`src/rtl/if_id_queue.sv`:
```
// Fetch-to-decode instruction queue: circular buffer of (pc, instruction), FWFT read, flushed on taken branch.
// Define IF_ID_QUEUE_BYPASS_EN to forward an incoming entry straight to decode when the queue is empty.
module if_id_queue #(
  parameter int BIT_NUMBER = 32,
  parameter int DEPTH      = 4
) (
  input  logic                         clk,
  input  logic                         rst,
  input  logic                         flush,
  input  logic                         in_valid,
  input  logic [BIT_NUMBER-1:0]        in_pc,
  input  logic [BIT_NUMBER-1:0]        in_instruction,
  output logic                         in_ready,
  output logic                         out_valid,
  output logic [BIT_NUMBER-1:0]        out_pc,
  output logic [BIT_NUMBER-1:0]        out_instruction,
  input  logic                         out_ready,
  output logic [$clog2(DEPTH+1)-1:0]   count
);

  localparam int AW = $clog2(DEPTH);
  localparam int CW = $clog2(DEPTH + 1);

  logic [BIT_NUMBER-1:0] pc_mem    [DEPTH];
  logic [BIT_NUMBER-1:0] instr_mem [DEPTH];
  logic [AW-1:0]         wr_ptr;
  logic [AW-1:0]         rd_ptr;
  logic                  full;
  logic                  empty;
  logic                  bypass;
  logic                  push;
  logic                  pop;

  assign full     = (count == CW'(DEPTH));
  assign empty    = (count == '0);
  // in_ready deliberately ignores out_ready: no decode-to-fetch combinational path.
  assign in_ready = !full && !flush;

`ifdef IF_ID_QUEUE_BYPASS_EN
  assign bypass = empty && in_valid && !flush;
`else
  assign bypass = 1'b0;
`endif

  assign out_valid = (!empty || bypass) && !flush;

  always_comb begin
    out_pc          = '0;
    out_instruction = '0;
    if (out_valid) begin
      if (bypass) begin
        out_pc          = in_pc;
        out_instruction = in_instruction;
      end else begin
        out_pc          = pc_mem[rd_ptr];
        out_instruction = instr_mem[rd_ptr];
      end
    end
  end

  // A bypassed entry taken by decode is neither stored nor popped from storage.
  assign push = in_valid && in_ready && !(bypass && out_ready);
  assign pop  = out_valid && out_ready && !bypass;

  always_ff @(posedge clk) begin
    if (push && !rst) begin
      pc_mem[wr_ptr]    <= in_pc;
      instr_mem[wr_ptr] <= in_instruction;
    end
  end

  always_ff @(posedge clk) begin
    if (rst || flush) begin
      wr_ptr <= '0;
      rd_ptr <= '0;
      count  <= '0;
    end else begin
      if (push) wr_ptr <= wr_ptr + AW'(1);
      if (pop)  rd_ptr <= rd_ptr + AW'(1);
      case ({push, pop})
        2'b10:   count <= count + CW'(1);
        2'b01:   count <= count - CW'(1);
        default: count <= count;
      endcase
    end
  end

endmodule

```
`config.mk`:
```
export PLATFORM = sky130hd
export DESIGN_NAME = if_id_queue
export DESIGN_NICKNAME = d
export VERILOG_FILES = /design/src/rtl/if_id_queue.sv
export SDC_FILE = /design/constraint.sdc
export NUM_CORES = 1
export LEC_CHECK = 0
export ABC_AREA = 0
export ABC_CLOCK_PERIOD_IN_PS = 6500
export CAP_MARGIN = 25
export CORE_MARGIN = 2
export CORE_UTILIZATION = 25
export CTS_CLUSTER_SIZE = 14
export DETAILED_ROUTE_END_ITERATION = 12
export GPL_TIMING_DRIVEN = 1
export PLACE_DENSITY = 0.45
export SLEW_MARGIN = 25
export SYNTH_ARGS = -nofsm -noshare
export SYNTH_HDL_FRONTEND = slang
export SYNTH_SLANG_ARGS = --single-unit
```
`constraint.sdc`:
```
create_clock -name clk -period 6.5 [get_ports clk]
set_input_delay 1.3 -clock clk [delete_from_list [all_inputs] [get_ports clk]]
set_output_delay 1.3 -clock clk [all_outputs]
set_load 0.1 [all_outputs]
```
==> results of run 1 <==
## cells in the final DEF (no fill, tap or decap), types with 6 or more instances in the layout
cell type	instances
and2_1	64
buf_4	43
bufinv_16	7
clkbuf_16	29
clkdlybuf4s50_1	96
clkinv_2	7
dfxtp_1	7
edfxtp_1	256
inv_1	6
mux4_2	60
## synthesized netlist by cell type, drive strengths merged
cell and number:
ha 5, and2 64, or3 3, o21ai 2, nor2 5, mux2i 2, nor2b 1, nor3b 4
dfxtp 9, mux4 64, inv 7, buf 18, xor2 2, edfxtp 256, a21oi 3, o31ai 2
o311ai 1, or2 2, clkbuf 3, nor3 1, nand3b 2, or3b 1, fa 1, nand2 4
## critical path: cells and delay by family
family / cells / cell delay [ns]
AND/OR/NAND/NOR: 2 / 0.53
buffers and inverters: 3 / 2.13
## metrics by stage
stage	instances	util, %
2_1_floorplan	462	-
3_3_place_gp	1116	29.8
3_5_place_dp	1117	29.9
4_1_cts	1171	32.4
5_1_grt	1171	32.4
6_report	1171	32.4
## path summary, 6_finish.rpt
path              cells after the start                    from  slack [ns]                     to
setup / recovery                      5                   flush        1.21    out_instruction[15]
hold / removal                        2  rd_ptr[1]$_SDFFE_PP0P_        0.48               register
setup reg to reg                      8   count[2]$_SDFFE_PP0P_        3.93  count[2]$_SDFFE_PP0P_
hold reg to reg                       2  rd_ptr[1]$_SDFFE_PP0P_        0.48               register
## per-layer routing
| layer | share of wire (%) | vias up |
|---|---|---|
| li1 | - | 2182 |
| met5 | 0 | - |
| met3 | 4.9 | 37 |
| met2 | 49 | 117 |
| met4 | 2.4 | 0 |
| met1 | 44 | 2562 |
## cells by family (layout without fill, tap and decap cells)
group	count (synthesis)	in the layout	share of synthesized area (%)
mux	66	66	14.5
xor+xnor	2	2	0.172
buf+inv	28	205	1.70
fa+ha+maj	6	6	0.809
compound gates	8	8	0.478
simple gates	87	87	5.31
flops	265	265	77.1
## cell type report
class / count / share of cell area (%)
timing repair buffer: 144 / 10.3
clock buffer: 32 / 5.61
clock inverter: 22 / 2.20
inverter: 7 / 0.200
multi-input combinational: 169 / 16.6
sequential: 265 / 59.9
tap: 532 / 5.07
## sequential cells by signal, summed over array words and instances (netlist names), named ones only
signal and cells:
wr_ptr 2, count 3, instr_mem 128, rd_ptr 2, pc_mem 128
## power by group through the flow
stage	clock (uW)	sequential, uW	combinational [uW]
after CTS	1800	1890	179
after global placement	0	1930	174
after detailed placement	0	1930	178
final	1740	1890	176
after floorplan	0	1930	91.0
after global routing	1860	1890	187
==> impl_metrics.env, run 1 <==
export IMPL_viasPerCell=4.18
export IMPL_n_fill_cell=3910
export IMPL_place_gp_congestion=0.659
export IMPL_p_clk_share_pct=45.6
export IMPL_synthDominantCellAreaShare_pct=75.3
export IMPL_clock_sinks=265
export IMPL_fin_nets=691
export IMPL_wl_per_cell_um=18.5
export IMPL_synth_seq_cells=265
export IMPL_synth_area_leaders="edfxtp_1 75%, mux4_2 13%, and2_1 3.9%"
export IMPL_gr_usage_met1_pct=13.4
export IMPL_remaining_drc_errors=0
export IMPL_report_final_slew_viol_count=0
export IMPL_met2_usage_pct=17.3
export IMPL_die_area_sq_um=42500
export IMPL_crit_top_cell="clkdlybuf4s50_1"
export IMPL_post_route_min_period_ns=5.29
export IMPL_clockBufferDepth=3
export IMPL_pwr_share_comb_pct=4.6
export IMPL_arrival_ns=3.99
export IMPL_cts_tree="yes"
export IMPL_grt_usage_pct=10.4
export IMPL_p_per_area_nw_per_um2=290
export IMPL_die_x_um=206
export IMPL_dr_pass1_iters=5
export IMPL_drt_iter0_markers=210
export IMPL_ir_worst_vdd_mv=0.191
export IMPL_tns_ns=0
export IMPL_syn_inst=462
export IMPL_n_antenna_cell=0
export IMPL_critPathMaxStageDelay_ns=1.14
export IMPL_antenna_found_initial=0
export IMPL_whs_ns=0.482
export IMPL_wl_um=21700
export IMPL_finalPower_uw=3810
export IMPL_initial_core_util_pct=25.2
export IMPL_slew_headroom_pct=34.6
export IMPL_synth_warnings=0
export IMPL_postCtsHoldBufs=0
export IMPL_die_y_um=206
export IMPL_fin_ws_ns=1.21
export IMPL_end_kind="output port"
export IMPL_rsz0062_at_grt="false"
export IMPL_syn_area_sq_um=10200
export IMPL_grt_ovfl_total=0
export IMPL_core_area_sq_um=40600
export IMPL_cts_setup_buffers=0
export IMPL_cts_root_buffer="clkbuf_16"
export IMPL_yosysSeqAreaShare_pct=77.1
export IMPL_post_dp_hpwl_um=11900
export IMPL_rows=74
export IMPL_p_sw_uw=757
export IMPL_cp_max_fo=37
export IMPL_skew_ns=0.0169
export IMPL_grt_first_pass_wirelength_um=32800
export IMPL_place_area_sq_um=12100
export IMPL_setup_worst_path_start_class="primary input"
export IMPL_internal_power_uw=3050
export IMPL_tightest_slew_ns=0.978
export IMPL_htree_levels=1
export IMPL_grt_max_degree=65
export IMPL_avgSynthCellArea_sq_um=22.1
export IMPL_busiest_layer="met2"
export IMPL_crit_type="in -> out"
export IMPL_p_seq_share_pct=49.8
export IMPL_outcome="finished, final reports clean"
export IMPL_finalSetupViolations=0
export IMPL_synth_distinct_cells=29
export IMPL_ios=138
export IMPL_insertion_delay_ns=0.56
export IMPL_crit_required_ns=5.20
export IMPL_crit_chain="clkdlybuf4s50_1, or2_4, inv_2, and2_1, clkdlybuf4s50_1"
export IMPL_cts_resized=0
export IMPL_regArea_sq_um=7880
export IMPL_stdcell_area_sq_um=13100
export IMPL_synthToLayoutAreaGrowth_pct=28.7
export IMPL_syn_nets=537
export IMPL_grtUsageMet3_pct=2.27
export IMPL_swShare_pct=19.9
export IMPL_multiInputGateArea_sq_um=2190
export IMPL_grt_pass1_vias=5356
export IMPL_port_buffer_count=137
export IMPL_ant_nets=0
export IMPL_hold_viol_final=0
export IMPL_dp_slack_ns=1.13
export IMPL_slowest_stage="clkdlybuf4s50_1"
export IMPL_cts_buffers=29
export IMPL_fmax_mhz=189
export IMPL_power_leakage_uw=0.00417
export IMPL_path_clk_slew_ns=0.06
export IMPL_yosys_area_top_type="edfxtp_1"
export IMPL_post_route_period_util_pct=81.3
export IMPL_hold_class="reg -> reg"
export IMPL_vias=4898
export IMPL_drv_cap=0
export IMPL_drive_above_1_share_pct=26.0
Note: power is estimated with default switching activity, not from simulation.
==> inputs of run 2 (changes only) <==
--- a/config.mk
+++ b/config.mk
@@ -6,7 +6,7 @@
 export NUM_CORES = 1
 export LEC_CHECK = 0
 export ABC_AREA = 0
-export ABC_CLOCK_PERIOD_IN_PS = 6500
+export ABC_CLOCK_PERIOD_IN_PS = 4300
 export CAP_MARGIN = 25
 export CORE_MARGIN = 2
 export CORE_UTILIZATION = 25
==> constraint.sdc (replaced) <==
create_clock -name clk -period 4.3 [get_ports clk]
set_input_delay 0.86 -clock clk [delete_from_list [all_inputs] [get_ports clk]]
set_output_delay 0.86 -clock clk [all_outputs]
set_load 0.1 [all_outputs]
==> impl_metrics.env, run 2 (synthesized netlist as in run 1, its figures left out) <==
export IMPL_outcome="finished, final reports clean"
export IMPL_place_area_sq_um=12700
export IMPL_ir_worst_vdd_mv=0.243
export IMPL_die_y_um=206
export IMPL_skew_ns=0.0173
export IMPL_die_area_sq_um=42500
export IMPL_path_clk_slew_ns=0.06
export IMPL_finalSetupViolations=0
export IMPL_crit_type="in -> out"
export IMPL_fin_cells=1172
export IMPL_ios=138
export IMPL_grt_max_degree=65
export IMPL_synthToLayoutAreaGrowth_pct=32.6
export IMPL_slew_headroom_pct=34.6
export IMPL_whs_ns=0.475
export IMPL_hold_viol_final=0
export IMPL_cts_resized=0
export IMPL_p_per_area_nw_per_um2=402
export IMPL_n_antenna_cell=0
export IMPL_hold_class="reg -> reg"
export IMPL_post_route_min_period_ns=3.78
export IMPL_report_final_slew_viol_count=0
export IMPL_crit_required_ns=3.44
export IMPL_tightest_slew_ns=0.978
export IMPL_startpoint="flush"
export IMPL_grt_first_pass_wirelength_um=33200
export IMPL_ant_nets=0
export IMPL_cts_tree="yes"
export IMPL_tns_ns=0
export IMPL_grt_pass1_vias=5550
export IMPL_wl_um=21900
export IMPL_reg_top3="instr_mem x128, pc_mem x128, count x3"
export IMPL_r2r_setup_slack_ns=1.63
export IMPL_viasPerCell=4.19
export IMPL_stdcell_area_sq_um=13500
export IMPL_most_common_layout_cells="256 x edfxtp_1, 71 x clkdlybuf4s50_1, 64 x and2_1, 60 x mux4_2, 46 x buf_12"
export IMPL_initial_core_util_pct=25.2
export IMPL_end_kind="output port"
export IMPL_place_inst=1120
export IMPL_cts_setup_buffers=0
export IMPL_drive_above_1_share_pct=28.7
export IMPL_n_fill_cell=3857
export IMPL_post_route_period_util_pct=88.0
export IMPL_core_area_sq_um=40600
export IMPL_grt_ovfl_total=0
export IMPL_rsz0062_at_grt="false"
export IMPL_place_gp_congestion=0.665
export IMPL_rows=74
export IMPL_drv_cap=0
export IMPL_power_leakage_uw=0.00431
export IMPL_reg2regPathDepth=8
export IMPL_insertion_delay_ns=0.55
export IMPL_drt_iter0_markers=242
export IMPL_wl_per_cell_um=18.7
export IMPL_remaining_drc_errors=0
export IMPL_die_x_um=206
export IMPL_reg2reg_to="count[2]$_SDFFE_PP0P_"
export IMPL_clockBufferDepth=3
export IMPL_setup_worst_path_start_class="primary input"
export IMPL_critPathCapture="out_pc[31]"
export IMPL_cts_root_buffer="clkbuf_16"
export IMPL_clock_sinks=265
export IMPL_fmax_mhz=264
export IMPL_vias=4906
export IMPL_htree_levels=1
export IMPL_post_dp_hpwl_um=12800
export IMPL_arrival_ns=2.92
export IMPL_fin_nets=694
export IMPL_dr_pass1_iters=4
export IMPL_postCtsHoldBufs=0
export IMPL_grt_usage_pct=10.4
export IMPL_cp_max_fo=36
export IMPL_cts_buffers=29
export IMPL_layout_commonest_cell="edfxtp_1"
export IMPL_reg2reg_from="count[2]$_SDFFE_PP0P_"
export IMPL_finalPower_uw=5440
export IMPL_port_buffer_count=137
export IMPL_antenna_found_initial=1
## run 2: critical path: stages
cell and delay [ns]:
clkdlybuf4s50_1 0.54, or2_4 0.33, inv_2 0.47, buf_12 0.27, and2_1 0.25, buf_12 0.20
## run 2: how the worst min path moves through the flow
stage	to	slack, ns	cells after the start	startpoint
after global placement	register	0.47	2	rd_ptr[1]$_SDFFE_PP0P_
after floorplan	register	0.45	2	rd_ptr[1]$_SDFFE_PP0P_
final	register	0.47	2	rd_ptr[1]$_SDFFE_PP0P_
after global routing	register	0.53	2	rd_ptr[1]$_SDFFE_PP0P_
after detailed placement	register	0.47	2	rd_ptr[1]$_SDFFE_PP0P_
after CTS	register	0.47	2	rd_ptr[1]$_SDFFE_PP0P_
## run 2: stage by stage
step                setup slack, ns  utilization, %
finish                        0.516            33.4
global route                  0.400            33.4
CTS                           0.453            33.4
detailed placement            0.458            31.2
global placement              0.526            31.1
floorplan                    -0.234               -
## run 2: where the power goes
| group | leakage (uW) | internal, uW | switching [uW] | total (uW) |
|---|---|---|---|---|
| Clock | 0.000424 | 1350 | 943 | 2290 |
| Combinational | 0.00149 | 121 | 171 | 291 |
| Sequential | 0.00239 | 2850 | 6.70 | 2860 |
## run 2: routing by layer
layer	vias up	track usage, %	routed length, um
met5	-	0	0
met4	0	3.57	585
met3	37	1.96	1010
met2	111	17.2	10600
met1	2574	13.8	9720
li1	2184	-	-
## run 2: cell type report
type                       count  area, sq um  area share [%]
clock buffer                  36          752            5.56
clock inverter                16          125           0.925
inverter                       7         26.3           0.194
multi-input combinational    169         2210            16.3
sequential                   265         7880            58.2
tap                          532          666            4.92
timing repair buffer         147         1880            13.9
==> inputs of run 3 (changes only) <==
--- a/config.mk
+++ b/config.mk
@@ -14,7 +14,7 @@
 export DETAILED_ROUTE_END_ITERATION = 12
 export GPL_TIMING_DRIVEN = 1
 export PLACE_DENSITY = 0.45
-export SLEW_MARGIN = 25
+export SLEW_MARGIN = 20
 export SYNTH_ARGS = -nofsm -noshare
 export SYNTH_HDL_FRONTEND = slang
 export SYNTH_SLANG_ARGS = --single-unit
==> impl_metrics.env, run 3 (synthesized netlist as in run 1, its figures left out) <==
export IMPL_outcome="finished, final reports clean"
export IMPL_pwr_share_comb_pct=5.3
export IMPL_finalSetupViolations=0
export IMPL_cts_tree="yes"
export IMPL_reg2regPathDepth=8
export IMPL_remaining_drc_errors=0
export IMPL_wl_um=21900
export IMPL_drive_above_1_share_pct=29.3
export IMPL_cts_buffers=29
export IMPL_power_leakage_uw=0.00432
export IMPL_tns_ns=0
export IMPL_core_area_sq_um=40600
export IMPL_post_route_min_period_ns=3.73
export IMPL_die_y_um=206
export IMPL_wl_per_cell_um=18.7
export IMPL_ant_nets=0
export IMPL_rows=74
export IMPL_p_clk_share_pct=42.7
export IMPL_dp_slack_ns=0.441
export IMPL_initial_core_util_pct=25.2
export IMPL_insertion_delay_ns=0.54
export IMPL_path_clk_slew_ns=0.06
export IMPL_p_sw_uw=1130
export IMPL_grt_ovfl_total=0
export IMPL_htree_levels=1
export IMPL_slew_headroom_pct=34.0
export IMPL_post_route_period_util_pct=86.6
export IMPL_grt_usage_pct=10.5
export IMPL_n_antenna_cell=0
export IMPL_drv_cap=0
export IMPL_hold_start="rd_ptr[1]$_SDFFE_PP0P_"
export IMPL_rsz0062_at_grt="false"
export IMPL_antenna_found_initial=0
export IMPL_tightest_slew_ns=0.987
export IMPL_place_inst=1119
export IMPL_port_buffer_count=137
export IMPL_place_gp_congestion=0.665
export IMPL_crit_top_cell="buf_12"
export IMPL_critPathTopFamily="buffers and inverters"
export IMPL_r2r_setup_slack_ns=1.67
export IMPL_p_per_area_nw_per_um2=406
export IMPL_p_seq_share_pct=52.0
export IMPL_swShare_pct=20.5
export IMPL_viasPerCell=4.21
export IMPL_hold_path_depth=2
export IMPL_crit_type="in -> out"
export IMPL_cp_max_fo=36
export IMPL_crit_required_ns=3.44
export IMPL_ios=138
export IMPL_reg2reg_to="count[2]$_SDFFE_PP0P_"
export IMPL_report_final_slew_viol_count=0
export IMPL_hold_class="reg -> reg"
export IMPL_grt_pass1_vias=5520
export IMPL_cts_root_buffer="clkbuf_16"
export IMPL_internal_power_uw=4380
export IMPL_die_x_um=206
export IMPL_ir_worst_vdd_mv=0.245
export IMPL_fin_nets=694
export IMPL_end_kind="output port"
export IMPL_postCtsHoldBufs=0
export IMPL_most_common_layout_cells="256 x edfxtp_1, 71 x clkdlybuf4s50_1, 64 x and2_1, 60 x mux4_2, 47 x buf_12"
export IMPL_worst_path_buf_inv=4
export IMPL_die_area_sq_um=42500
export IMPL_grt_first_pass_wirelength_um=33000
export IMPL_crit_chain="clkdlybuf4s50_1, or2_4, inv_2, buf_12, and2_1, buf_12"
export IMPL_setup_worst_path_start_class="primary input"
export IMPL_reg2reg_from="count[2]$_SDFFE_PP0P_"
export IMPL_reg_top3="instr_mem x128, pc_mem x128, count x3"
export IMPL_arrival_ns=2.87
export IMPL_grt_max_degree=65
export IMPL_skew_ns=0.0136
export IMPL_cts_resized=0
export IMPL_layout_commonest_cell="edfxtp_1"
export IMPL_vias=4927
export IMPL_hold_viol_final=0
export IMPL_drt_iter0_markers=250
export IMPL_cts_setup_buffers=0
export IMPL_startpoint="flush"
export IMPL_fin_cells=1171
export IMPL_clock_sinks=265
export IMPL_fmax_mhz=268
export IMPL_clockBufferDepth=3
export IMPL_dr_pass1_iters=4
export IMPL_post_dp_hpwl_um=12600
export IMPL_slowest_stage="clkdlybuf4s50_1"
export IMPL_whs_endpoint="rd_ptr[1]$_SDFFE_PP0P_"
export IMPL_fin_ws_ns=0.574
export IMPL_synthToLayoutAreaGrowth_pct=32.8
export IMPL_critPathMaxStageDelay_ns=0.53
-- run 3: cell count changes in the layout (fill, tap and decap cells not counted) --
| cell | change |
|---|---|
| clkbuf_1 | -3 |
| buf_12 | +1 |
| buf_16 | -1 |
| bufinv_16 | +1 |
| clkinv_1 | -1 |
| clkinv_2 | +1 |
| clkinv_4 | +1 |
| clkinvlp_4 | +1 |
| inv_6 | -1 |
-- run 3: tightest hold or removal path: cells and delay by family (launching register included) --
kind	cells	cell delay, ns
compound gates	2	0.14
flops	1	0.31
-- run 3: worst max-delay path by stage --
stage | depth (start not counted) | slack [ns] | end
after floorplan | 3 | -0.23 | instr_mem[0][0]$_DFFE_PP_
after global placement | 6 | 0.53 | out_pc[31]
after detailed placement | 6 | 0.44 | out_pc[31]
after CTS | 6 | 0.46 | out_pc[31]
after global routing | 6 | 0.40 | out_pc[31]
final | 6 | 0.57 | out_pc[31]
-- run 3: metrics by stage --
stage / total power [uW] / hold slack, ns / cell area (sq um) / utilization, %
global route: 5720 / 0.508 / 13600 / 33.4
detailed placement: 3210 / 0.471 / 12600 / 31.1
finish: 5510 / 0.498 / 13600 / 33.4
floorplan: 3060 / 0.454 / 10200 / -
CTS: 5600 / 0.486 / 13500 / 33.4
global placement: 3200 / 0.468 / 12600 / 31.1
-- run 3: power by group through the flow --
stage	clock network, uW	registers, uW	logic [uW]
floorplan	0	2920	138
global placement	0	2910	287
detailed placement	0	2920	296
CTS	2440	2860	296
global route	2550	2860	308
finish	2350	2860	291
-- run 3: routing by layer --
layer	GRT usage [%]	share of wire, %	up-vias
met4	3.32	2.0	0
met3	1.92	4.7	31
met5	0	0	-
met2	17.4	49	112
met1	13.9	44	2598
li1	-	-	2186
-- run 3: cell type report --
cell class | instances | area, sq um
Inverter | 7 | 26.3
Multi-Input combinational cell | 169 | 2210
Clock buffer | 33 | 741
Sequential cell | 265 | 7880
Clock inverter | 18 | 164
Timing Repair Buffer | 147 | 1870
Fill cell | 3858 | 27000
Tap cell | 532 | 666
